**src/rtl/sha1_pad_sched_pkg.sv**
```systemverilog
// rtl/sha1_pad_sched_pkg.sv - shared types and constants for the SHA-1 padding sequencer
package sha1_pkg;

    typedef enum logic [2:0] {
        S_FILL  = 3'd0,
        S_PAD   = 3'd1,
        S_PAD2  = 3'd2,
        S_LEN   = 3'd3,
        S_ISSUE = 3'd4,
        S_WAIT  = 3'd5,
        S_DONE  = 3'd6
    } state_t;

    localparam logic [31:0] PAD_WORD    = 32'h8000_0000;
    localparam int          BLK_WORDS   = 16;
    localparam int          LEN_WORD_HI = 14;

    // Initial chaining value, used by the bench to model the core.
    localparam logic [159:0] SHA1_IV =
        160'h67452301_efcdab89_98badcfe_10325476_c3d2e1f0;

    // Keep the top nb message bytes, place the 0x80 marker right after them.
    function automatic logic [31:0] pad_last_word(input logic [31:0] d, input logic [2:0] nb);
        logic [31:0] keep_mask;
        keep_mask = ~(32'hFFFF_FFFF >> {nb, 3'b000});
        return (d & keep_mask) | (PAD_WORD >> {nb, 3'b000});
    endfunction

endpackage

```
**src/rtl/sha1_pad_sched_if.sv**
```systemverilog
// rtl/sha1_pad_sched_if.sv - message word stream from the word FIFO into the sequencer
interface sha1_pad_sched_if;
    logic [31:0] in_data;
    logic        in_vld;
    logic        in_last;
    logic [2:0]  in_nbytes;
    logic        in_rdy;

    modport master (output in_data, output in_vld, output in_last, output in_nbytes, input in_rdy);
    modport slave  (input in_data, input in_vld, input in_last, input in_nbytes, output in_rdy);
endinterface

```
**src/rtl/sha1_blk_buf.sv**
```systemverilog
// rtl/sha1_blk_buf.sv - 16x32 block buffer with one write port, one read port and range clear
module sha1_blk_buf
    import sha1_pkg::*;
(
    input  logic        clk,
    input  logic        rst,
    input  logic        we,
    input  logic [3:0]  waddr,
    input  logic [31:0] wdata,
    input  logic        clr_en,
    input  logic [3:0]  clr_lo,
    input  logic [3:0]  clr_hi,
    input  logic [3:0]  raddr,
    output logic [31:0] rdata
);

    logic [31:0] mem [BLK_WORDS];

    // Word update: an explicit write wins over a range clear on the same entry.
    always_ff @(posedge clk or posedge rst) begin
        if (rst) begin
            for (int i = 0; i < BLK_WORDS; i++) mem[i] <= '0;
        end else begin
            for (int i = 0; i < BLK_WORDS; i++) begin
                if (we && waddr == 4'(i))
                    mem[i] <= wdata;
                else if (clr_en && 4'(i) >= clr_lo && 4'(i) <= clr_hi)
                    mem[i] <= '0;
            end
        end
    end

    assign rdata = mem[raddr];

endmodule

```
**src/rtl/sha1_pad_sched.sv**
```systemverilog
// rtl/sha1_pad_sched.sv - buffers message blocks, applies SHA-1 padding and feeds sha_1_core
module sha1_pad_sched
    import sha1_pkg::*;
#(
    parameter int LEN_W   = 64,
    parameter int BUSY_TO = 255
) (
    input  logic                  clk,
    input  logic                  rst,
    sha1_pad_sched_if.slave       in_if,
    output logic [31:0]           core_din,
    output logic                  core_din_vld,
    output logic                  core_use_pre_cv,
    output logic                  core_sha_1_end,
    input  logic                  core_busy,
    input  logic [159:0]          core_dout,
    input  logic                  core_dout_vld,
    output logic [159:0]          digest,
    output logic                  digest_vld,
    output logic                  err
);

    localparam int TO_W = $clog2(BUSY_TO + 1);

    state_t             state;
    logic [4:0]         wptr;
    logic [3:0]         rptr;
    logic [LEN_W-1:0]   bitlen;
    logic               partial;
    logic               pad_carry;
    logic               need_pad2;
    logic               seen_busy;
    logic [TO_W-1:0]    to_cnt;

    logic [2:0]         nb;
    logic               accept;
    logic [4:0]         p80;
    logic [5:0]         add_bits;
    logic [63:0]        len64;

    logic               buf_we;
    logic [3:0]         buf_waddr;
    logic [31:0]        buf_wdata;
    logic               buf_clr_en;
    logic [3:0]         buf_clr_lo;
    logic [4:0]         clr_lo5;
    logic [31:0]        buf_rdata;
    logic [31:0]        issue_word;

    assign nb       = (in_if.in_nbytes > 3'd4) ? 3'd4 : in_if.in_nbytes;
    assign accept   = (state == S_FILL) && in_if.in_rdy && in_if.in_vld;
    assign p80      = partial ? (wptr - 5'd1) : wptr;
    assign add_bits = in_if.in_last ? {nb, 3'b000} : 6'd32;
    assign len64    = 64'(bitlen);

    // Buffer write/clear control: data words in FILL, marker and tail zeroing in PAD/PAD2.
    always_comb begin
        buf_we     = 1'b0;
        buf_waddr  = wptr[3:0];
        buf_wdata  = in_if.in_data;
        buf_clr_en = 1'b0;
        buf_clr_lo = 4'd0;
        clr_lo5    = 5'd0;
        case (state)
            S_FILL: begin
                if (accept && !(in_if.in_last && nb == 3'd0)) begin
                    buf_we = 1'b1;
                    if (in_if.in_last && nb != 3'd4)
                        buf_wdata = pad_last_word(in_if.in_data, nb);
                end
            end
            S_PAD: begin
                if (!partial && !wptr[4]) begin
                    buf_we    = 1'b1;
                    buf_wdata = PAD_WORD;
                end
                clr_lo5 = partial ? wptr : (wptr + 5'd1);
                if (!clr_lo5[4]) begin
                    buf_clr_en = 1'b1;
                    buf_clr_lo = clr_lo5[3:0];
                end
            end
            S_PAD2: begin
                buf_clr_en = 1'b1;
                buf_we     = pad_carry;
                buf_waddr  = 4'd0;
                buf_wdata  = PAD_WORD;
            end
            default: ;
        endcase
    end

    sha1_blk_buf u_buf (
        .clk    (clk),
        .rst    (rst),
        .we     (buf_we),
        .waddr  (buf_waddr),
        .wdata  (buf_wdata),
        .clr_en (buf_clr_en),
        .clr_lo (buf_clr_lo),
        .clr_hi (4'd15),
        .raddr  (rptr),
        .rdata  (buf_rdata)
    );

    // Length words are muxed in at issue time so LEN needs no extra write cycles.
    always_comb begin
        issue_word = buf_rdata;
        if (core_sha_1_end && rptr == 4'(LEN_WORD_HI))
            issue_word = len64[63:32];
        else if (core_sha_1_end && rptr == 4'(LEN_WORD_HI + 1))
            issue_word = len64[31:0];
    end

    // Sequencer FSM with registered handshake and core-side outputs.
    always_ff @(posedge clk or posedge rst) begin
        if (rst) begin
            state           <= S_FILL;
            wptr            <= '0;
            rptr            <= '0;
            bitlen          <= '0;
            partial         <= 1'b0;
            pad_carry       <= 1'b0;
            need_pad2       <= 1'b0;
            seen_busy       <= 1'b0;
            to_cnt          <= '0;
            in_if.in_rdy    <= 1'b0;
            core_din        <= '0;
            core_din_vld    <= 1'b0;
            core_use_pre_cv <= 1'b0;
            core_sha_1_end  <= 1'b0;
            digest          <= '0;
            digest_vld      <= 1'b0;
            err             <= 1'b0;
        end else begin
            core_din_vld <= 1'b0;
            digest_vld   <= 1'b0;
            case (state)
                S_FILL: begin
                    in_if.in_rdy <= 1'b1;
                    if (accept) begin
                        bitlen <= bitlen + LEN_W'(add_bits);
                        if (in_if.in_last) begin
                            if (nb != 3'd0) wptr <= wptr + 5'd1;
                            partial      <= (nb != 3'd0) && (nb != 3'd4);
                            in_if.in_rdy <= 1'b0;
                            state        <= S_PAD;
                        end else begin
                            wptr <= wptr + 5'd1;
                            if (wptr == 5'd15) begin
                                in_if.in_rdy   <= 1'b0;
                                core_sha_1_end <= 1'b0;
                                rptr           <= '0;
                                state          <= S_ISSUE;
                            end
                        end
                    end
                end
                S_PAD: begin
                    // No room left for the length words: ship this block and pad a fresh one.
                    if (p80 >= 5'd14) begin
                        pad_carry      <= (p80 == 5'd16);
                        need_pad2      <= 1'b1;
                        core_sha_1_end <= 1'b0;
                        rptr           <= '0;
                        state          <= S_ISSUE;
                    end else begin
                        state <= S_LEN;
                    end
                end
                S_PAD2: begin
                    need_pad2 <= 1'b0;
                    pad_carry <= 1'b0;
                    state     <= S_LEN;
                end
                S_LEN: begin
                    core_sha_1_end <= 1'b1;
                    rptr           <= '0;
                    state          <= S_ISSUE;
                end
                S_ISSUE: begin
                    if (rptr != 4'd0 || !core_busy) begin
                        core_din     <= issue_word;
                        core_din_vld <= 1'b1;
                        rptr         <= rptr + 4'd1;
                        if (rptr == 4'd15) begin
                            seen_busy <= 1'b0;
                            to_cnt    <= '0;
                            state     <= S_WAIT;
                        end
                    end
                end
                S_WAIT: begin
                    if (!seen_busy) begin
                        if (core_busy) begin
                            seen_busy <= 1'b1;
                        end else if (to_cnt == TO_W'(BUSY_TO)) begin
                            // Core never started: abandon the message and accept a new one.
                            err             <= 1'b1;
                            wptr            <= '0;
                            bitlen          <= '0;
                            need_pad2       <= 1'b0;
                            pad_carry       <= 1'b0;
                            core_use_pre_cv <= 1'b0;
                            core_sha_1_end  <= 1'b0;
                            in_if.in_rdy    <= 1'b1;
                            state           <= S_FILL;
                        end else begin
                            to_cnt <= to_cnt + 1'b1;
                        end
                    end else if (core_sha_1_end && core_dout_vld) begin
                        digest          <= core_dout;
                        digest_vld      <= 1'b1;
                        bitlen          <= '0;
                        wptr            <= '0;
                        core_use_pre_cv <= 1'b0;
                        core_sha_1_end  <= 1'b0;
                        in_if.in_rdy    <= 1'b1;
                        state           <= S_FILL;
                    end else if (!core_busy) begin
                        if (core_sha_1_end) begin
                            state <= S_DONE;
                        end else begin
                            core_use_pre_cv <= 1'b1;
                            if (need_pad2) begin
                                state <= S_PAD2;
                            end else begin
                                wptr         <= '0;
                                in_if.in_rdy <= 1'b1;
                                state        <= S_FILL;
                            end
                        end
                    end
                end
                S_DONE: begin
                    if (core_dout_vld) begin
                        digest          <= core_dout;
                        digest_vld      <= 1'b1;
                        bitlen          <= '0;
                        wptr            <= '0;
                        core_use_pre_cv <= 1'b0;
                        core_sha_1_end  <= 1'b0;
                        in_if.in_rdy    <= 1'b1;
                        state           <= S_FILL;
                    end
                end
                default: state <= S_FILL;
            endcase
        end
    end

endmodule

```
**src/flat_wrapper.sv**
```systemverilog
// flat-port wrapper written by rule: the top's interface ports become plain ports
module sha1_pad_sched_flat import sha1_pkg::*;
#(
    parameter int LEN_W   = 64,
    parameter int BUSY_TO = 255
)
  (clk, rst, core_din, core_din_vld, core_use_pre_cv, core_sha_1_end, core_busy, core_dout, core_dout_vld, digest, digest_vld, err, in_if_in_data, in_if_in_vld, in_if_in_last, in_if_in_nbytes, in_if_in_rdy);
  sha1_pad_sched_if in_if_i ();
  input  logic clk;
  input  logic rst;
  output logic [31:0] core_din;
  output logic core_din_vld;
  output logic core_use_pre_cv;
  output logic core_sha_1_end;
  input  logic core_busy;
  input  logic [159:0] core_dout;
  input  logic core_dout_vld;
  output logic [159:0] digest;
  output logic digest_vld;
  output logic err;
  input wire logic [$bits(in_if_i.in_data)-1:0] in_if_in_data;
  input wire logic [$bits(in_if_i.in_vld)-1:0] in_if_in_vld;
  input wire logic [$bits(in_if_i.in_last)-1:0] in_if_in_last;
  input wire logic [$bits(in_if_i.in_nbytes)-1:0] in_if_in_nbytes;
  output wire logic [$bits(in_if_i.in_rdy)-1:0] in_if_in_rdy;
  assign in_if_i.in_data = in_if_in_data;
  assign in_if_i.in_vld = in_if_in_vld;
  assign in_if_i.in_last = in_if_in_last;
  assign in_if_i.in_nbytes = in_if_in_nbytes;
  assign in_if_in_rdy = in_if_i.in_rdy;
  sha1_pad_sched #(.LEN_W(LEN_W), .BUSY_TO(BUSY_TO)) u_core (.clk(clk), .rst(rst), .in_if(in_if_i), .core_din(core_din), .core_din_vld(core_din_vld), .core_use_pre_cv(core_use_pre_cv), .core_sha_1_end(core_sha_1_end), .core_busy(core_busy), .core_dout(core_dout), .core_dout_vld(core_dout_vld), .digest(digest), .digest_vld(digest_vld), .err(err));
endmodule
```
**config.mk**
```make
export PLATFORM = sky130hd
export DESIGN_NAME = sha1_pad_sched_flat
export DESIGN_NICKNAME = d
export VERILOG_FILES = /design/src/rtl/sha1_pad_sched_pkg.sv /design/src/rtl/sha1_pad_sched_if.sv /design/src/rtl/sha1_blk_buf.sv /design/src/rtl/sha1_pad_sched.sv /design/src/flat_wrapper.sv
export SDC_FILE = /design/constraint.sdc
export NUM_CORES = 2
export LEC_CHECK = 0
export ABC_AREA = 0
export BUFFER_PORTS_ARGS = -buffer_cell sky130_fd_sc_hd__buf_4
export CAP_MARGIN = 20
export CORE_AREA = 3 3 223 389
export CTS_BUF_LIST = sky130_fd_sc_hd__clkbuf_4 sky130_fd_sc_hd__clkbuf_8
export CTS_CLUSTER_SIZE = 8
export DETAILED_ROUTE_END_ITERATION = 6
export DIE_AREA = 0 0 226 392
export PLACE_DENSITY_LB_ADDON = 0.2
export SYNTH_ARGS = -nofsm -noshare
export SYNTH_HDL_FRONTEND = slang
export SYNTH_HIERARCHICAL = 1
export SYNTH_SLANG_ARGS = --single-unit
export TNS_END_PERCENT = 1
```
**constraint.sdc**
```tcl
create_clock -name clk -period 65.2 [get_ports clk]
set_input_delay 19.56 -clock clk [delete_from_list [all_inputs] [get_ports clk]]
set_output_delay 19.56 -clock clk [all_outputs]
set_load 0.05 [all_outputs]
```
==> results list <==
- Dominant synthesized flop cell: dfrtp_1
* CP arrival: 23.16 ns
* Drt pass-1 iters: 5
* Final cycle utilization of the critical path: 34.42%
* Slew of the pin with the lowest slew margin: 1.177 ns
- In this run the static leakage power is roughly 19 nW.
* Required arrival time at the worst endpoint: around 66 ns
- Clock-pin slew reported for the worst setup and hold paths after clock tree synthesis: approximately 0.060 ns
- After synthesis, the largest family of logic cells by area is compound AO/OA/AOI/OAI gates.
- Number of enable flip-flop cells after synthesis: 0
- Sum of internal, switching and leakage power: 1.927 mW
* Starting density of the core: 44.62%
- Setup violations remaining at the end of the flow were counted as 0.
- The die covers 0.08859 mm².
* Share of post-route cells with drive strength above 1: about 29%
* Global-route wire length before repair: approximately 200 mm
* Kind of path behind the tightest hold check: reg2reg
- Via count: 29,650
* Overall track demand over capacity in global routing: 30.32%
- Gate count of the mapped netlist: approximately 3,200
* Time the worst path needs with I/O delays and setup: 22.44 ns
- Number of vias per cell: 6.490
* CTS root buffer: clkbuf_8
- For this run, asynchronously set or reset flops after synthesis account for 100.0%.
* Peak Freq: 44.56 MHz
* CTS tree: done
- Number of design rule violations left after detail routing: 0
- The synthesized netlist devotes 21.11% of its cell area to compound gates.
- Top-level port count: roughly 400
* Cell at the slowest stage of the critical path: nand3_2
* Post-CTS Hold Fix Bufs: 0
* Total wirelength of the detailed-routed design: 136.2 mm
* Sequential group share of total power: 34.4%
- Once the clock tree was built, the resizer swapped 0 gates to a different size.
* Crit path max fanout: 41
- Final worst setup slack: ~43 ns
- The critical path crosses 10 cells after its start point.
* Number of cells traversed by the worst register-to-register path: 9
- The synthesized design spends more area on one cell type than any other, namely dfrtp_1.
* Relative contribution of combinational cells to total power: 45.6%
* Multi-input logic area: 0.01623 mm²
- Worst rel slew slack: 21.46%
- Per-cell routed wire length: 29.81 µm
- The initial antenna violation count came to 6.
- The die is around 230 µm wide.
- DRT iter0 DRCs: 2,699
- Result of the run: completed
* Placed instance area: just over 0.04 mm²
- Synth top area share: 52.98%
- Type of destination of the critical path: flip-flop
* Post-CTS Setup Bufs: 0
- Multiplexer share of the synthesized area: 12.61%
- Switching power of the nets: 0.8955 mW
* Aggregate global routing overflow: 0
- Post-route clock skew: between 0.02 and 0.03 ns
- Hold depth: 2
- Longest individual stage delay on the worst path: 0.78 ns
- GPL Wtd Cong: between 0.8 and 0.9
- The kind of cell with the highest combined delay along the critical path is simple AND/OR/NAND/NOR gates.
- Final hold analysis gives a worst-case slack of 0.4822 ns.
- Synth-to-layout area growth: 15.76%
- Cell area after layout: 0.04347 mm²
- Final number of max-transition violations: 0
- Placement Setup Slack: 42.00 ns
* Count of nets left with antenna violations after detail routing: 0
* Number of clock sinks: ~800
- Total Neg Setup Slack: 0 ns
- Share of total power in the clock network: between 20% and 30%
- Final Instance Count excl. Fillers: between 4,000 and 5,000
- The worst setup path is launched from a primary input.
- Pin count of the biggest net entering global routing: 170
* Y dimension of the die: 392 µm
- Library cells used by synthesis: a little over 80
* Number of hold-slack violations in the final timing report: 0
* Area share of fa/ha/maj cells after synthesis: 0.3865%
- Sequential share of the synthesized area: 52.98%
- Worst-Skew Late Latency: ~0.80 ns
* Deepest level of the CTS H-tree: 3
- The number of clock buffers added by TritonCTS is 116.
* Crit path buffers/inverters: 3
* IO buf count: 398
* Fraction of the mapped netlist area in simple logic gates: 7.400%
* Seq. cell area: 0.01990 mm²
* Warnings from Yosys: 6
- Each instance of the synthesized netlist takes up on average 11.82 µm².
- Dividing total power by cell area gives a power density of about 44 mW/mm².
* Sw frac: 46.47%
- Number of global-route vias before repair: approximately 31,000
* Core region area: 0.08415 mm²
* Unrepaired setup endpoints after global routing: false
- Net count of the finished layout: roughly 3,700
- Traced cell by cell, the critical path runs through buf_4, nand2_1, nor2_1, nand2_1, nand2_1, nand3_2, buf_4, nor2_2, buf_4, a22o_1.
* Most area-consuming cells after synthesis: dfrtp_1, mux4_2, o2bb2ai_1, o21ai_0, mux2_2
- Detailed placement finished with a half-perimeter wire length of 86.61 mm.
- The tool flagged a number of max-cap violations equal to 0.
- Internal power summed over all cells: 1.031 mW
- Synthesis inferred 795 register bits.
- VDD sags by at most 0.00003000 V.
* Fill cell count: about 7,300
- Num rows: 141
- Maximum number of buffers from clock root to sink: 3
- XOR/XNOR Fraction of Synth Area: 1.140%
- The critical path in this run is classified as in2reg.
- Post-synthesis cell area: 0.03755 mm²
- Final core occ: around half
- Number of placed instances, taps included: 4,391
## Yosys cell counts, types with 68 or more instances
library cell and number:
dfrtp_1 795, o21ai_0 378, o2bb2ai_1 321, a22o_1 197, mux2_2 160, clkbuf_1 158, nand2_1 151, mux4_2 128
buf_2 117, nor2_1 109, a21oi_1 96, a22oi_1 68
## state kept, by name, summed over array words and instances (netlist names)
register and count:
u_core/state 3, u_core/wptr 5, u_core/pad_carry 1, u_core/to_cnt 8
u_core/seen_busy 1, u_core/u_buf/mem 512, u_core/in_if.in_rdy 1, u_core/core_sha_1_end 1
u_core/core_use_pre_cv 1, u_core/bitlen 61, u_core/rptr 4, u_core/partial 1
u_core/core_din 32, u_core/err 1, u_core/core_din_vld 1, u_core/need_pad2 1
u_core/digest 160, u_core/digest_vld 1
## worst reg2reg max path, stage by stage, from the launching register on
cell and delay [ns]:
dfrtp_1 0.75, nand2b_1 0.22, nor2_1 0.48, nor2_1 0.30, nand2b_4 0.62, buf_4 0.49, buf_4 0.40, nor2_2 1.01
buf_4 0.47, o2bb2ai_1 0.20
## cell families (layout without fill, tap and decap cells)
family                   count (synthesis)  count (layout)
XOR/XNOR                                48              48
other                                    1              15
buffers and inverters                  375             680
flip-flops                             795             795
adder cells (fa/ha/maj)                 11              11
multiplexers                           293             293
AND/OR/NAND/NOR                        538             538
AO/OA/AOI/OAI                         1116            1116
## area by class of cell
class | instances | share of cell area (%)
antenna | 4 | 0.02303
clock buffer | 163 | 4.700
clock inverter | 5 | 0.09210
inverter | 30 | 0.2936
multi-input combinational | 2017 | 37.35
sequential | 795 | 45.78
tap | 1072 | 3.086
timing repair buffer | 482 | 8.678
## per-layer routing
metal	wire length, µm	up-vias	global-route usage, %
met5	30	-	0
met3	11850	485	6.624
met1	45610	14970	33.09
li1	-	12430	-
met2	68110	1754	51.62
met4	10570	4	22.32
## power by group through the flow
stage	Clock, mW	Sequential, mW	Combinational [mW]
finish	0.387	0.662	0.878
global route	0.415	0.671	0.915
CTS	0.396	0.661	0.869
detailed placement	0	0.670	0.868
global placement	0	0.664	0.856
floorplan	0	0.825	0.383
## final timing paths
check                      slack (ns)                                end                       startpoint
hold / removal                   0.48    u_core/core_din[31]$_DFFE_PP0P_  u_core/core_din[31]$_DFFE_PP0P_
min in group asynchronous       18.95  u_core/u_buf/mem[219]$_DFFE_PP0P_                              rst
setup reg to reg                60.19  u_core/u_buf/mem[179]$_DFFE_PP0P_      u_core/state[1]$_DFFE_PP0P_
hold reg to reg                  0.48    u_core/core_din[31]$_DFFE_PP0P_  u_core/core_din[31]$_DFFE_PP0P_
max in group asynchronous       44.25  u_core/u_buf/mem[224]$_DFFE_PP0P_                              rst
setup / recovery                42.76   u_core/u_buf/mem[96]$_DFFE_PP0P_                     in_if_in_vld
## cell usage in the layout, fill, tap and decap left out, types with 22 or more instances in the layout
| cell type | netlist | routed |
|---|---|---|
| dfrtp_1 | 795 | 793 |
| buf_4 | 17 | 472 |
| o21ai_0 | 378 | 377 |
| o2bb2ai_1 | 321 | 321 |
| a22o_1 | 197 | 197 |
| mux2_2 | 160 | 160 |
| nand2_1 | 151 | 151 |
| clkbuf_8 | 0 | 131 |
| mux4_2 | 128 | 128 |
| a21oi_1 | 96 | 96 |
| nor2_1 | 109 | 92 |
| a22oi_1 | 68 | 65 |
| nand3_1 | 62 | 61 |
| xnor2_1 | 38 | 38 |
| clkbuf_4 | 0 | 32 |
| and2_1 | 30 | 30 |
| inv_1 | 30 | 28 |
| nor3_1 | 27 | 27 |
| nand4_1 | 25 | 25 |
| or3_1 | 22 | 22 |
(Power assumes the default switching activity.)
